## src/rtl/mul_ha_accum_ctrl_if.sv

```systemverilog
// ----------------------------------------------------------------------------
// mul_ha_accum_ctrl_if
// Operand/result handshake bundle for mul_ha_accum_ctrl.
//
// Signals:
//   in_valid    : operand pair offered by the producer
//   in_ready    : controller can accept an operand pair
//   in_x, in_y  : 8-bit operands
//   out_valid   : product available
//   out_ready   : consumer accepts the product
//   out_product : 16-bit (saturated) product
//
// Modports:
//   master : producer/consumer side (drives in_*, out_ready)
//   slave  : controller side (drives in_ready, out_valid, out_product)
// ----------------------------------------------------------------------------
interface mul_ha_accum_ctrl_if;
  logic        in_valid;
  logic        in_ready;
  logic [7:0]  in_x;
  logic [7:0]  in_y;
  logic        out_valid;
  logic        out_ready;
  logic [15:0] out_product;

  modport master (
    output in_valid, in_x, in_y, out_ready,
    input  in_ready, out_valid, out_product
  );

  modport slave (
    input  in_valid, in_x, in_y, out_ready,
    output in_ready, out_valid, out_product
  );
endinterface

```

## src/rtl/mul_ha_accum_ctrl.sv

```systemverilog
// ----------------------------------------------------------------------------
// mul_ha_accum_ctrl
// Sequencing controller for an external approximate 8x8 ha_array multiplier.
// It latches an operand pair, presents it on x/y, then accumulates the four
// combinational row outputs of the multiplier (one row per cycle, each row
// weighted by 4^k) into a 17-bit accumulator and returns a saturated 16-bit
// product.
//
// Ports:
//   clk                      : clock, rising edge
//   rst                      : synchronous, active-high reset
//   bus (slave)              : in_valid/in_ready/in_x/in_y operand handshake,
//                              out_valid/out_ready/out_product result handshake
//   x, y                     : registered operands to the multiplier
//   ha_array_k_b (7b), ha_array_k_t (9b), k = 0..3 : multiplier row outputs
//   busy                     : controller is not idle
//   op_count                 : completed results, wraps modulo 2^16
//   state_dbg_o              : current FSM state (IDLE=0, ACC=1, DONE=2)
//
// Build option:
//   MUL_HA_BIAS_COMP_EN : when defined, 224 is added to the accumulator on
//                         DONE entry to compensate the multiplier's mean
//                         approximation error.
//
// Handshake: a transfer happens on a rising edge where valid and ready are
// both 1; the sender holds valid and data stable until that edge, and the
// receiver may not make ready depend on anything but its own state.
// ----------------------------------------------------------------------------
module mul_ha_accum_ctrl (
  input  logic                 clk,
  input  logic                 rst,
  mul_ha_accum_ctrl_if.slave   bus,
  output logic [7:0]           x,
  output logic [7:0]           y,
  input  logic [6:0]           ha_array_0_b,
  input  logic [8:0]           ha_array_0_t,
  input  logic [6:0]           ha_array_1_b,
  input  logic [8:0]           ha_array_1_t,
  input  logic [6:0]           ha_array_2_b,
  input  logic [8:0]           ha_array_2_t,
  input  logic [6:0]           ha_array_3_b,
  input  logic [8:0]           ha_array_3_t,
  output logic                 busy,
  output logic [15:0]          op_count,
  output logic [1:0]           state_dbg_o
);

  typedef enum logic [1:0] {
    IDLE = 2'd0,
    ACC  = 2'd1,
    DONE = 2'd2
  } state_e;

`ifdef MUL_HA_BIAS_COMP_EN
  localparam logic [16:0] BIAS = 17'd224;
`else
  localparam logic [16:0] BIAS = 17'd0;
`endif

  state_e      state_q;
  logic [7:0]  x_q, y_q;
  logic [16:0] acc_q;
  logic [2:0]  row_q;
  logic        in_ready_q;
  logic        out_valid_q;
  logic [15:0] out_product_q;
  logic        busy_q;
  logic [15:0] op_count_q;

  logic [8:0]  row_t;
  logic [6:0]  row_b;
  logic [9:0]  row_val;
  logic [16:0] row_shifted;
  logic [16:0] acc_d;
  logic [16:0] final_sum;
  logic [15:0] product_d;
  logic [15:0] op_count_d;

  // Row select, weighting and saturation. row_q counts 0..3 for the four
  // accumulate cycles; row_q == 4 is the DONE-registration cycle.
  always_comb begin
    row_t = 9'd0;
    row_b = 7'd0;
    case (row_q[1:0])
      2'd0: begin row_t = ha_array_0_t; row_b = ha_array_0_b; end
      2'd1: begin row_t = ha_array_1_t; row_b = ha_array_1_b; end
      2'd2: begin row_t = ha_array_2_t; row_b = ha_array_2_b; end
      default: begin row_t = ha_array_3_t; row_b = ha_array_3_b; end
    endcase
    row_val     = {1'b0, row_t} + {1'b0, row_b, 2'b00};
    row_shifted = {7'd0, row_val} << {row_q[1:0], 1'b0};
    acc_d       = acc_q + row_shifted;
    // Max accumulator is 1019*85 = 86615, so adding the bias cannot wrap.
    final_sum   = acc_q + BIAS;
    product_d   = final_sum[16] ? 16'hFFFF : final_sum[15:0];
    op_count_d  = op_count_q + 16'd1;
  end

  always_ff @(posedge clk) begin
    if (rst) begin
      state_q       <= IDLE;
      x_q           <= 8'd0;
      y_q           <= 8'd0;
      acc_q         <= 17'd0;
      row_q         <= 3'd0;
      in_ready_q    <= 1'b1;
      out_valid_q   <= 1'b0;
      out_product_q <= 16'd0;
      busy_q        <= 1'b0;
      op_count_q    <= 16'd0;
    end else begin
      case (state_q)
        IDLE: begin
          if (bus.in_valid) begin
            x_q        <= bus.in_x;
            y_q        <= bus.in_y;
            acc_q      <= 17'd0;
            row_q      <= 3'd0;
            in_ready_q <= 1'b0;
            busy_q     <= 1'b1;
            state_q    <= ACC;
          end
        end
        ACC: begin
          if (row_q == 3'd4) begin
            out_product_q <= product_d;
            out_valid_q   <= 1'b1;
            state_q       <= DONE;
          end else begin
            acc_q <= acc_d;
            row_q <= row_q + 3'd1;
          end
        end
        DONE: begin
          if (bus.out_ready) begin
            out_valid_q <= 1'b0;
            in_ready_q  <= 1'b1;
            busy_q      <= 1'b0;
            op_count_q  <= op_count_d;
            state_q     <= IDLE;
          end
        end
        default: begin
          state_q    <= IDLE;
          in_ready_q <= 1'b1;
          busy_q     <= 1'b0;
        end
      endcase
    end
  end

  assign bus.in_ready    = in_ready_q;
  assign bus.out_valid   = out_valid_q;
  assign bus.out_product = out_product_q;
  assign x               = x_q;
  assign y               = y_q;
  assign busy            = busy_q;
  assign op_count        = op_count_q;
  assign state_dbg_o     = state_q;

endmodule

```

## src/flat_wrapper.sv

```systemverilog
// flat-port wrapper written by rule: the top's interface ports become plain ports
module mul_ha_accum_ctrl_flat 
  (clk, rst, x, y, ha_array_0_b, ha_array_0_t, ha_array_1_b, ha_array_1_t, ha_array_2_b, ha_array_2_t, ha_array_3_b, ha_array_3_t, busy, op_count, state_dbg_o, bus_in_valid, bus_in_x, bus_in_y, bus_out_ready, bus_in_ready, bus_out_valid, bus_out_product);
  mul_ha_accum_ctrl_if bus_i ();
  input  logic clk;
  input  logic rst;
  output logic [7:0] x;
  output logic [7:0] y;
  input  logic [6:0] ha_array_0_b;
  input  logic [8:0] ha_array_0_t;
  input  logic [6:0] ha_array_1_b;
  input  logic [8:0] ha_array_1_t;
  input  logic [6:0] ha_array_2_b;
  input  logic [8:0] ha_array_2_t;
  input  logic [6:0] ha_array_3_b;
  input  logic [8:0] ha_array_3_t;
  output logic busy;
  output logic [15:0] op_count;
  output logic [1:0] state_dbg_o;
  input wire logic [$bits(bus_i.in_valid)-1:0] bus_in_valid;
  input wire logic [$bits(bus_i.in_x)-1:0] bus_in_x;
  input wire logic [$bits(bus_i.in_y)-1:0] bus_in_y;
  input wire logic [$bits(bus_i.out_ready)-1:0] bus_out_ready;
  output wire logic [$bits(bus_i.in_ready)-1:0] bus_in_ready;
  output wire logic [$bits(bus_i.out_valid)-1:0] bus_out_valid;
  output wire logic [$bits(bus_i.out_product)-1:0] bus_out_product;
  assign bus_i.in_valid = bus_in_valid;
  assign bus_i.in_x = bus_in_x;
  assign bus_i.in_y = bus_in_y;
  assign bus_i.out_ready = bus_out_ready;
  assign bus_in_ready = bus_i.in_ready;
  assign bus_out_valid = bus_i.out_valid;
  assign bus_out_product = bus_i.out_product;
  mul_ha_accum_ctrl u_core (.clk(clk), .rst(rst), .bus(bus_i), .x(x), .y(y), .ha_array_0_b(ha_array_0_b), .ha_array_0_t(ha_array_0_t), .ha_array_1_b(ha_array_1_b), .ha_array_1_t(ha_array_1_t), .ha_array_2_b(ha_array_2_b), .ha_array_2_t(ha_array_2_t), .ha_array_3_b(ha_array_3_b), .ha_array_3_t(ha_array_3_t), .busy(busy), .op_count(op_count), .state_dbg_o(state_dbg_o));
endmodule
```

## config.mk

```make
export PLATFORM = sky130hd
export DESIGN_NAME = mul_ha_accum_ctrl_flat
export DESIGN_NICKNAME = d
export VERILOG_FILES = /design/src/rtl/mul_ha_accum_ctrl_if.sv /design/src/rtl/mul_ha_accum_ctrl.sv /design/src/flat_wrapper.sv
export SDC_FILE = /design/constraint.sdc
export NUM_CORES = 1
export LEC_CHECK = 0
export CELL_PAD_IN_SITES_DETAIL_PLACEMENT = 0
export CELL_PAD_IN_SITES_GLOBAL_PLACEMENT = 1
export CORE_MARGIN = 2
export CORE_UTILIZATION = 34
export DETAILED_ROUTE_END_ITERATION = 6
export PLACE_DENSITY = 0.9
export SYNTH_ARGS = -nofsm -noshare
export SYNTH_HDL_FRONTEND = slang
export SYNTH_SLANG_ARGS = --single-unit
```

## constraint.sdc

```tcl
create_clock -name clk -period 6 [get_ports clk]
set_input_delay 1.2 -clock clk [delete_from_list [all_inputs] [get_ports clk]]
set_output_delay 1.2 -clock clk [all_outputs]
set_load 0.005 [all_outputs]
```

; ---- Word level (Yosys, flattened, before mapping)
; Index checks and enable logic that the tools add are counted.
[totals]
ff_bits = 73
latchBits = 0
ramBits = 0
romBits = 0
in_bits = 84
output_inout_bits = 53
elab_cells = 57
n_memories = 0
[classes]
n_addsub = 4
mul = 0
div_mod_pow = 0
n_lt_le_gt_ge = 0
eq_ne = 9
n_shift = 1
mux = 21
bitwise_logic = 1
reduce_logical = 11
[op_table]
columns = op, count
row1 = 17-bit two-way mux, 2
row2 = 17-bit one-hot mux with 2 select lines, 1
row3 = 9-bit one-hot mux with 3 select lines, 1
row4 = 7-bit one-hot mux with 3 select lines, 1
row5 = 17-bit adder, 1
row6 = 10-bit by 3-bit left shift with 17-bit output, 1
row7 = 16-bit by 1-bit adder with 16-bit output (second input constant), 1
row8 = 16-bit two-way mux, 1
row9 = 3-bit AND reduction, 4
row10 = 9-bit by 9-bit adder with 10-bit output, 1
row11 = 2-bit two-way mux, 3
row12 = 3-bit two-way mux, 2
row13 = 2-bit inequality test (second input constant), 3
row14 = 1-bit one-hot mux with 3 select lines, 2
row15 = 2-bit one-hot mux with 3 select lines, 1
row16 = 3-bit one-hot mux with 2 select lines, 1
row17 = 2-bit AND reduction, 3
row18 = 1-bit two-way mux, 5
row19 = 2-bit by 1-bit equality test with 1-bit output (second input constant), 2
row20 = 2-bit equality test (second input constant), 2
row21 = 2-bit logical NOT, 2
row22 = 2-bit nonzero test, 2
row23 = 3-bit by 1-bit adder with 3-bit output (second input constant), 1
row24 = 3-bit equality test (second input constant), 1
row25 = 3 further kinds, 3

; ---- Longest topological paths before layout
[depth]
word_depth = 7
mapped_depth = 24
mapped_depth_nobuf = 21

; ---- Worst setup path after synthesis
; OpenSTA, ideal clock, no wires.
[synth_timing]
path_kind = flip-flop to flip-flop
start = reg u_core.row_q[0]
end = reg u_core.acc_q[15]
setup_time_ps = 117
arrival_time_ps = 5045
required_time_ps = 5883
setup_slack_ps = 839
stages_incl_launch_ff = 23
path_buffers = 3
synth_period_minus_slack_ps = 5161
cell_sequence = dfxtp_1 > clkbuf_1 > clkinv_1 > ha_1 > clkbuf_1 > clkbuf_1 > a222oi_1 > a21oi_1 > ha_1 > fa_1 > a21o_1 > a21oi_1 > nand2b_1 > mux2i_1 > o221a_2 > nand2_1 > a31o_2 > ha_1 > nand2_1 > o311a_4 > o41ai_4 > xor2_1 > a22o_1
[synth_via]
elab_chain_len = 7
word_cells_on_any_way = 13
cone_classes = 2 x add/sub / 4 x eq/ne / 1 x shift / 4 x mux / 2 x reduce/logical
[synth_rtl]
columns = element, line
row1 = "start, declared", mul_ha_accum_ctrl.sv:63  ; logic [2:0] row_q;
row2 = "start signal, assigned", mul_ha_accum_ctrl.sv:131  ; row_q <= row_q + 3'd1;
row3 = "2-bit equality test, or another cell as far along", mul_ha_accum_ctrl.sv:84  ; case (row_q[1:0])
row4 = 9-bit one-hot mux with 3 select lines or 7-bit one-hot mux with 3 select lines (tied branches), mul_ha_accum_ctrl.sv:84
row5 = 9-bit by 9-bit adder with 10-bit output, mul_ha_accum_ctrl.sv:90  ; row_val = {1'b0, row_t} + {1'b0, row_b, 2'b00};
row6 = 10-bit by 3-bit left shift with 17-bit output, mul_ha_accum_ctrl.sv:91  ; row_shifted = {7'd0, row_val} << {row_q[1:0], 1'b0};
row7 = 17-bit adder, mul_ha_accum_ctrl.sv:92  ; acc_d = acc_q + row_shifted;
row8 = 17-bit two-way mux, mul_ha_accum_ctrl.sv:125  ; if (row_q == 3'd4) begin
row9 = 17-bit one-hot mux with 2 select lines, mul_ha_accum_ctrl.sv:112  ; case (state_q)
row10 = "end signal, assigned", mul_ha_accum_ctrl.sv:104  ; acc_q <= 17'd0;
row11 = "end signal, assigned", mul_ha_accum_ctrl.sv:117  ; acc_q <= 17'd0;
row12 = "end signal, assigned", mul_ha_accum_ctrl.sv:130  ; acc_q <= acc_d;
row13 = "end, declared", mul_ha_accum_ctrl.sv:62  ; logic [16:0] acc_q;
; Several ways; a longest one is shown, not always the timed one. The select of a mux whose other input is x is not followed.
; A chain may end at the register's enable or synchronous reset.

; ---- Worst setup path after layout
[layout_timing]
start = in ha_array_2_b[0]
end = reg u_core.acc_q[15]
[layout_via]
elab_chain_len = 6
[layout_rtl]
columns = element, line
row1 = "start, declared", flat_wrapper.sv:13  ; input logic [6:0] ha_array_2_b;
row2 = 7-bit one-hot mux with 3 select lines, mul_ha_accum_ctrl.sv:84
row3 = 9-bit by 9-bit adder with 10-bit output, mul_ha_accum_ctrl.sv:90
row4 = 10-bit by 3-bit left shift with 17-bit output, mul_ha_accum_ctrl.sv:91
row5 = 17-bit adder, mul_ha_accum_ctrl.sv:92
row6 = 17-bit two-way mux, mul_ha_accum_ctrl.sv:125
row7 = 17-bit one-hot mux with 2 select lines, mul_ha_accum_ctrl.sv:112
; Every way passes these cells. The select of a mux whose other input is x is not followed.

==> metrics.yaml <==
grt_remaining_overflow: 0
via_per_inst: 5.10
ys_seq_area_share_pct: 34.2
syn_area_um2: 4280
drv_cap: 0
ys_types: 46
rsz0062_at_grt: "no"
required_ns: 6.22
syn_inst: 538
hold_viol: 0
cts_resized: 0
syn_nets: 653
hold_path_depth: 2
synth_top_flop_cell: "dfxtp_1"
ys_seq_elements: 73
synth_edf_count: 0
fillers: 1190
holdPathEnd: "u_core.busy"
cts-root-buf: "clkbuf_16"
port_buffers: 136
slew_violations: 0
relSlewSlack_pct: 27.1
routed.top_layer: "met4"
synthSimpleGateAreaFrac_pct: 20.3
die_w_um: 116
wl_per_cell_um: 13.6
design_power_total_mw: 1.57
fin_crit_ns: 5.38
fin_nets: 774
numCtsBuffers: 9
arrival_ns: 5.60
r2r_cells: 19
dieArea_um2: 13500
post_cts_buffers: 0
htree_levels: 3
track_usage_pct: 17.0
ant_nets: 0
die_y_um: 116
grt_pass1_wl_um: 18700
final_layout_size_suffix_gt1_share_pct: 4.37
syn_area_per_cell_um2: 7.95
timing.rr.start: "u_core.row_q[0]"
status: "finished, final reports clean"
clock_skew_ns: 0.00613
path_class: "in2reg"
synth_compound_area_share_pct: 24.5
setup_tns_ns: 0
wl_met2_um: 5330
drtIter0Drc: 361
rows: 40
setup_viol: 0
synth_top_family_by_area: "compound AO/OA/AOI/OAI gates"
ys_async_sr_fraction_pct: 0
syn_to_final_growth_pct: 41.5
startpoint_type: "primary input"
worstHoldStart: "u_core.busy"
cts_max_path_buffers: 2
multi_input_area_um2: 2670
min_path_type: "reg2reg"
antenna_cells: 0
dr_wl_met3_um: 786
cts.clk_slew.worst_paths_ns: 0.05
synth_fa_ha_area_share_pct: 9.42
path_max_fanout: 4
drc: 0
drt-total-wl_um: 11300
powerDensity_nw_per_um2: 259
gp_congestion: 0.845
dpl.hpwl_um: 8930
clk_latency_ns: 0.33
clock.fmax_mhz: 186
cts_tree: "built"
synthMuxAreaShare_pct: 1.43
reg2reg_to: "u_core.acc_q[15]"
vias: 4241
grt_pass1_vias: 4138
tightestPinTransition_ns: 1.09
seqCellArea_um2: 1460
endpoint_kind: "register"
clock-sinks: 73
pin_count: 137
final_util_pct: 49.7
wl_met1_um: 4910
start_util_pct: 35.2
drt_pass1_iterations: 5
timing.final.crit_share_pct: 89.7
vdd_ir_drop_max_v: 0.000139
ys_warn_count: 0
postCtsHoldBufs: 0
r2r_setup_slack_ns: 0.73
synth_xor_area_share_pct: 6.76
grt_max_degree: 66
core-area_um2: 12200
p_leak_nw: 2.36
antenna_found_initial: 0
final cells by class:
type	instances	area share [%]
Multi-Input combinational cell	427	44.1
Sequential cell	73	24.2
Timing Repair Buffer	140	22.9
Clock buffer	13	4.14
Tap cell	168	3.48
Clock inverter	3	0.662
Inverter	8	0.496
flip-flops by register name, summed over array words and instances, names as in the netlist, 2 cells and up:
signal                  flops
u_core.x                    8
u_core.y                    8
u_core.state_dbg_o          2
u_core.acc_q               17
u_core.bus.out_product     16
u_core.row_q                3
u_core.op_count            16
stage by stage:
| step | setup slack (ns) | hold WS (ns) | instances | instance area [µm²] |
|---|---|---|---|---|
| after detailed placement | 0.265 | 0.446 | 816 | 5760 |
| after global routing | 0.273 | 0.471 | 832 | 6050 |
| after floorplan | 0.839 | 0.449 | 538 | 4280 |
| after CTS | 0.597 | 0.454 | 832 | 6050 |
| after global placement | 0.358 | 0.442 | 816 | 5760 |
| final | 0.617 | 0.453 | 832 | 6050 |
cell families after synthesis:
| family | Yosys count |
|---|---|
| simple gates | 205 |
| compound gates | 152 |
| flops | 73 |
| buf+inv | 38 |
| xor+xnor | 33 |
| fa+ha+maj | 31 |
| mux | 6 |
per-layer routing:
layer / vias to the layer above / global-route usage [%]
li1: 2172 / -
met1: 1880 / 20.6
met2: 168 / 30.7
met3: 21 / 2.65
met4: 0 / 6.03
met5: - / 0
worst max-delay path by stage:
stage                     cells past startpoint                to             from
after floorplan                              22  u_core.acc_q[15]  u_core.row_q[0]
after global placement                       18  u_core.acc_q[15]  ha_array_2_b[0]
after detailed placement                     18  u_core.acc_q[15]  ha_array_2_t[2]
after CTS                                    18  u_core.acc_q[15]  ha_array_2_t[2]
after global routing                         20  u_core.acc_q[16]  ha_array_2_b[0]
final                                        18  u_core.acc_q[15]  ha_array_2_b[0]
power by group:
part,total (mW),internal [mW],switching [mW]
logic,0.528,0.246,0.281
clock network,0.512,0.332,0.181
registers,0.528,0.509,0.0192
total,1.57,1.09,0.481
worst max-delay path, cell delays in order:
cell,delay [ns]
clkdlybuf4s50_1,0.40
a222oi_1,0.40
a21oi_1,0.14
ha_1,0.28
fa_1,0.41
a21o_1,0.17
a21oi_1,0.20
nand2b_1,0.15
mux2i_1,0.25
o221a_2,0.24
nand2_1,0.05
a31o_2,0.25
ha_1,0.34
nand2_1,0.12
o311a_4,0.39
o41ai_4,0.30
xor2_1,0.10
a22o_1,0.21
Yosys cell counts, drive strengths merged, types with 3 or more instances:
| master | number | area [µm²] |
|---|---|---|
| a22o | 10 | 87.6 |
| a21boi | 3 | 22.5 |
| dfxtp | 73 | 1460 |
| a211oi | 17 | 128 |
| nand2b | 5 | 31.3 |
| xor2 | 16 | 140 |
| o21ai | 18 | 93.8 |
| nand2 | 63 | 236 |
| a21oi | 62 | 310 |
| xnor2 | 17 | 149 |
| nand4 | 3 | 18.8 |
| and3 | 4 | 25.0 |
| nor2 | 97 | 364 |
| a21o | 6 | 45.0 |
| ha | 29 | 363 |
| a22oi | 4 | 30.0 |
| clkbuf | 24 | 90.1 |
| and4 | 3 | 26.3 |
| nand3 | 12 | 60.1 |
| nor3 | 10 | 50.1 |
| mux2i | 5 | 50.1 |
| buf | 6 | 26.3 |
| inv | 6 | 22.5 |
| a222oi | 16 | 160 |
| o21bai | 6 | 45.0 |
cells in the final DEF (no fill, tap or decap), types with 2 or more instances in the layout:
master,count
fa_1,2
dfxtp_1,73
nand2_1,63
a22o_1,10
o21bai_1,6
a22oi_1,4
and3_1,4
o211ai_1,2
a21o_1,6
xor2_1,16
clkinv_2,2
and4_1,3
nor3_1,10
ha_1,29
a21boi_0,3
clkbuf_16,9
clkdlybuf4s50_1,135
a222oi_1,16
o21ai_0,17
nand2b_1,5
nand3_1,12
a21oi_1,62
inv_1,6
xnor2_1,17
a211oi_1,17
nor2_1,96
mux2i_1,5
nand4_1,3
clkinv_1,2
buf_4,4
clkbuf_1,3
or2_2,2
(Power assumes the default switching activity.)
